## config.mk

```make
export PLATFORM = sky130hd
export DESIGN_NAME = pipelined_sum_tree
export DESIGN_NICKNAME = d
export VERILOG_FILES = /design/src/rtl/pipelined_sum_tree.sv
export SDC_FILE = /design/constraint.sdc
export NUM_CORES = 2
export LEC_CHECK = 0
export CORE_MARGIN = 5
export CORE_UTILIZATION = 53
export CTS_CLUSTER_DIAMETER = 200
export CTS_CLUSTER_SIZE = 8
export DETAILED_ROUTE_END_ITERATION = 16
export DONT_BUFFER_PORTS = 1
export MAX_ROUTING_LAYER = met4
export PLACE_DENSITY = 0.8
export SLEW_MARGIN = 20
export SYNTH_ARGS = -nofsm -noshare
export SYNTH_HDL_FRONTEND = slang
export SYNTH_SLANG_ARGS = --single-unit
export TNS_END_PERCENT = 30
```

## constraint.sdc

```tcl
create_clock -name clk -period 2.7 [get_ports clk]
set_clock_uncertainty 0.2 [all_clocks]
set_input_delay 0.27 -clock clk [delete_from_list [all_inputs] [get_ports clk]]
set_output_delay 0.27 -clock clk [all_outputs]
set_load 0.01 [all_outputs]
```

## src/rtl/pipelined_sum_tree.sv

```systemverilog
// Pipelined NUM_IN-word unsigned adder tree with multi-beat frame accumulation.
// Define SUM_TREE_SAT_EN to clamp the frame sum at its maximum on overflow instead of wrapping.
module pipelined_sum_tree #(
  parameter int unsigned NUM_IN = 16,
  parameter int unsigned DATA_W = 16,
  parameter int unsigned ACC_W  = 4,
  parameter int unsigned CNT_W  = 8,
  localparam int unsigned LEVELS = $clog2(NUM_IN),
  localparam int unsigned TREE_W = DATA_W + LEVELS,
  localparam int unsigned OUT_W  = TREE_W + ACC_W
) (
  input  logic                     clk,
  input  logic                     rst_n,
  input  logic [NUM_IN*DATA_W-1:0] in_data,
  input  logic                     in_last,
  input  logic                     in_valid,
  output logic                     in_ready,
  output logic [OUT_W-1:0]         out_sum,
  output logic [CNT_W-1:0]         out_beats,
  output logic                     out_ovf,
  output logic                     out_valid,
  input  logic                     out_ready
);

  // All tree levels live in one flat vector: level k starts at node 2*NUM_IN - 2*(NUM_IN>>k),
  // so level 0 holds the registered input words and the root sits at node 2*NUM_IN-2.
  localparam int unsigned NODES = 2 * NUM_IN - 1;
  localparam int unsigned ROOT  = 2 * NUM_IN - 2;

  logic                    w_stall;
  logic [NODES*TREE_W-1:0] r_tree;
  logic [LEVELS:0]         r_vld;
  logic [LEVELS:0]         r_lst;
  logic [TREE_W-1:0]       w_root;

  logic [OUT_W-1:0]        r_acc;
  logic [CNT_W-1:0]        r_cnt;
  logic                    r_sticky;
  logic [OUT_W:0]          w_add;
  logic [OUT_W-1:0]        w_acc_nxt;
  logic [CNT_W-1:0]        w_cnt_inc;
  logic                    w_ovf;

  assign w_stall  = out_valid && !out_ready;
  assign in_ready = !w_stall;

  for (genvar gi = 0; gi < NUM_IN; gi++) begin : g_in
    always_ff @(posedge clk or negedge rst_n) begin
      if (!rst_n) begin
        r_tree[gi*TREE_W +: TREE_W] <= '0;
      end else if (!w_stall) begin
        r_tree[gi*TREE_W +: TREE_W] <= TREE_W'(in_data[gi*DATA_W +: DATA_W]);
      end
    end
  end

  for (genvar gk = 1; gk <= LEVELS; gk++) begin : g_lvl
    localparam int unsigned SRC = 2 * NUM_IN - 2 * (NUM_IN >> (gk - 1));
    localparam int unsigned DST = 2 * NUM_IN - 2 * (NUM_IN >> gk);
    for (genvar gi = 0; gi < (NUM_IN >> gk); gi++) begin : g_node
      always_ff @(posedge clk or negedge rst_n) begin
        if (!rst_n) begin
          r_tree[(DST+gi)*TREE_W +: TREE_W] <= '0;
        end else if (!w_stall) begin
          r_tree[(DST+gi)*TREE_W +: TREE_W] <= r_tree[(SRC+2*gi)*TREE_W +: TREE_W]
                                             + r_tree[(SRC+2*gi+1)*TREE_W +: TREE_W];
        end
      end
    end
  end

  always_ff @(posedge clk or negedge rst_n) begin
    if (!rst_n) begin
      r_vld <= '0;
      r_lst <= '0;
    end else if (!w_stall) begin
      r_vld <= {r_vld[LEVELS-1:0], in_valid};
      r_lst <= {r_lst[LEVELS-1:0], in_last};
    end
  end

  assign w_root = r_tree[ROOT*TREE_W +: TREE_W];

  always_comb begin
    w_add     = {1'b0, r_acc} + (OUT_W+1)'(w_root);
    w_ovf     = r_sticky | w_add[OUT_W];
    w_cnt_inc = (r_cnt == '1) ? r_cnt : r_cnt + 1'b1;
`ifdef SUM_TREE_SAT_EN
    // Once the sticky is set the accumulator stays pinned at full scale until the frame ends.
    w_acc_nxt = w_ovf ? '1 : w_add[OUT_W-1:0];
`else
    w_acc_nxt = w_add[OUT_W-1:0];
`endif
  end

  always_ff @(posedge clk or negedge rst_n) begin
    if (!rst_n) begin
      r_acc     <= '0;
      r_cnt     <= '0;
      r_sticky  <= 1'b0;
      out_sum   <= '0;
      out_beats <= '0;
      out_ovf   <= 1'b0;
      out_valid <= 1'b0;
    end else if (!w_stall) begin
      out_valid <= 1'b0;
      if (r_vld[LEVELS]) begin
        if (r_lst[LEVELS]) begin
          out_sum   <= w_acc_nxt;
          out_beats <= w_cnt_inc;
          out_ovf   <= w_ovf;
          out_valid <= 1'b1;
          r_acc     <= '0;
          r_cnt     <= '0;
          r_sticky  <= 1'b0;
        end else begin
          r_acc    <= w_acc_nxt;
          r_cnt    <= w_cnt_inc;
          r_sticky <= w_ovf;
        end
      end
    end
  end

endmodule
```

==> out/metrics.yaml <==
sta:
  hold_viol: 191
  finalCritPeriodShare_pct: 103
  rsz0062_at_grt: "yes"
  setup_violations: 10
  holdWs_ns: -0.857
  fin_ws_ns: -0.0804
  final_max_slew_viol_count: 0
  worst_slew_pin_slew_ns: 1.18
  clock.fmax_mhz: 360
  max-slew-margin-rel_pct: 21.3
  period_needed_ns: 2.78
yosys:
  ys_types: 78
  synth-edff-count: 0
  netlist.area_leader.share_pct: 44.0
  avgSynthCellArea_sq_um: 8.81
  synthTopCellsByArea: "dfrtp_1 (44%), nand2_1 (12%), ha_1 (10%)"
  ys_seq_area_share_pct: 44.0
  synth-seq-cells: 599
  netlist_area_sq_mm: 0.0341
  syn_inst: 3865
  ys_async_sr_fraction_pct: 100
  yosys.area.top_type: "dfrtp_1"
  ys.flop_type: "dfrtp_1"
  yosysWarnings: 0
  synth_fp_nets: 4414
  synth_most_common_cell: "nand2_1"
  synth_commonest_cells: "nand2_1 (1116), dfrtp_1 (599), a21oi_1 (274)"
clocking:
  clkSlewWorstSetupHoldPaths_ns: 0.05
  cts_buffer_depth: 3
  h-tree-depth: 3
  cts_tree: "built"
  cts_buffers: 84
  clock-sinks: 599
  clock_latency_ns: 0.63
  cts_root_buf: "clkbuf_16"
  ctsHoldBuffers: 260
worst_setup_path:
  crit_path_end_kind: "register"
  critical_path_class: "reg -> reg"
  worstPathRequired_ns: 3.01
  worst-path-max-fanout: 2
  crit_arrival_ns: 3.09
  critical_path.max_stage_delay_ns: 0.39
  slowest_stage: "fa_2"
  cp-start-kind: "register"
  ff2ff_setup_slack_ns: -0.08
  path_cells: "ha_2, fa_2, a21oi_4, o21ai_4, a2111oi_4, buf_4, buf_6, o31a_1, o21ai_0, a21oi_1, nor2_1"
routing:
  routedWlPerCell_microns: 18.3
  drcViolationCount: 0
  drt_iter0_markers: 2149
  via_count: 29500
  antenna_left: 0
  dr.pass1.iters: 6
  vias_per_cell: 5.82
  drt_wl_total_microns: 92600
place:
  gp_congestion: 0.892
  port_buffers: 0
  place_hpwl_microns: 57100
  place_inst: 4681
floorplan:
  chipHeight_microns: 263
  die-area_sq_mm: 0.0694
  fp.coreArea_sq_mm: 0.0640
  ios: 296
  fp.dieW_microns: 263
  initial_core_util_pct: 53.2
  row_count: 93
global_routing:
  grt_max_degree: 600
  globalRoute.totalOverflow: 0
  grt.total_usage_pct: 26.2
  grt_pass1_vias: 29500
  grt_pass1_wl_microns: 149000
  antenna_found_initial: 5
power_and_ir_drop:
  p_total_uw: 56600
  ir_worst_vdd_mv: 0.628
  leakagePower_uw: 0.0194
  cellPowerDensity_mw_per_mm2: 1370
flow_run:
  max_cap_viol_count: 0
final_layout:
  drive_above_1_share_pct: 8.68
  nNetsFinal: 4748
  fill_cells: 4831
  seqCellArea_sq_mm: 0.0150
  multi_input_comb_area_sq_mm: 0.0189
  syn_to_final_growth_pct: 21.2
  stdcell_count: 5067
worst_hold_path:
  min_path_type: "in -> async"
outcome:
  violations: "negative hold slack, negative setup slack"
  status: "complete, but fails checks"
kinds of logic after synthesis:
| logic type | after synthesis | synth area share, % |
|---|---|---|
| AO/OA/AOI/OAI | 918 | 16.9 |
| XOR/XNOR | 189 | 4.86 |
| adder cells (fa/ha/maj) | 288 | 10.9 |
| buffers and inverters | 221 | 2.44 |
| flip-flops | 599 | 44.0 |
| multiplexers | 24 | 0.742 |
| AND/OR/NAND/NOR | 1626 | 20.1 |
worst paths after layout:
kind	cells past startpoint	to	startpoint
setup / recovery	11	r_tree[412]$_DFFE_PN0N_	r_tree[180]$_DFFE_PN0N_
hold / removal	0	r_tree[5]$_DFFE_PN0N_	rst_n
setup reg to reg	11	r_tree[412]$_DFFE_PN0N_	r_tree[180]$_DFFE_PN0N_
hold reg to reg	2	r_vld[2]$_DFFE_PN0N_	r_vld[2]$_DFFE_PN0N_
max in group asynchronous	3	r_tree[168]$_DFFE_PN0N_	rst_n
min in group clk	3	r_tree[245]$_DFFE_PN0N_	in_data[197]
final cells by class:
cell class / count / share of cell area [%]
repair buffers: 392 / 9.14
well taps: 855 / 2.59
clock buffers: 87 / 5.22
inverters: 77 / 0.718
flip-flops and latches: 599 / 36.3
diodes: 7 / 0.0424
clock inverters: 5 / 0.239
multi-input cells: 3045 / 45.7
critical path: cells and delay by family (launching register included):
| family | cells | cell delay (ns) |
|---|---|---|
| AND/OR/NAND/NOR | 1 | 0.07 |
| adder cells (fa/ha/maj) | 2 | 0.60 |
| buffers and inverters | 2 | 0.28 |
| AO/OA/AOI/OAI | 6 | 1.12 |
| flip-flops | 1 | 0.38 |
cell usage in the layout (no fill, tap or decap), types with 22 or more instances in the layout:
cell and instances:
nand2_1 1116, nor2_1 216, a21o_1 85, inv_1 74, a211oi_1 27, buf_4 118, nor3b_1 23, o21ai_0 195
nor3_1 50, a21oi_1 258, xnor2_1 82, xor2_1 105, or3_1 31, nand2b_1 31, o21a_1 35, dlygate4sd3_1 260
dfrtp_1 599, clkbuf_16 86, nand3_1 44, o21ai_1 59, o21bai_1 22, o211ai_1 23, ha_1 257
power by group:
group / total [uW] / internal (uW) / switching, uW
sequential: 15500 / 12700 / 2800
clock: 9500 / 5610 / 3890
combinational: 31600 / 13900 / 17700
flip-flops by register name, summed over array words and instances, names as in the netlist:
name / cells
r_lst: 5
r_vld: 5
w_root: 20
r_cnt: 8
out_valid: 1
r_acc: 24
out_ovf: 1
r_sticky: 1
out_beats: 8
r_tree: 502
out_sum: 24
metal layers:
layer | part of all wire (%) | GRT usage [%] | vias to the layer above
li1 | - | - | 14000
met1 | 42 | 33.4 | 14200
met2 | 49 | 42.3 | 982
met3 | 6.2 | 4.74 | 274
met4 | 3.6 | 9.81 | 0
met5 | 0 | - | -
what timing repair did:
action	4_1_cts	5_1_grt
setup endpoints to repair	32	84
pin swaps	18	46
cloned	0	0
gates resized for setup	33	98
setup buffers	2	22
hold endpoints to repair	885	191
per-stage QoR:
step / utilization, % / area [sq um] / setup TNS [ns] / setup slack (ns) / hold slack [ns]
detailed placement: 55.5 / 35500 / -1.76 / -0.203 / -0.179
global placement: 55.5 / 35500 / -0.703 / -0.129 / -0.180
CTS: 63.3 / 40500 / -0.220 / -0.0571 / -0.850
finish: 64.5 / 41300 / -0.330 / -0.0804 / -0.857
global route: 64.5 / 41300 / -2.46 / -0.191 / -0.892
floorplan: - / 34100 / -0.0622 / -0.0350 / -0.226
No activity file was read; power rests on OpenSTA's default activity.
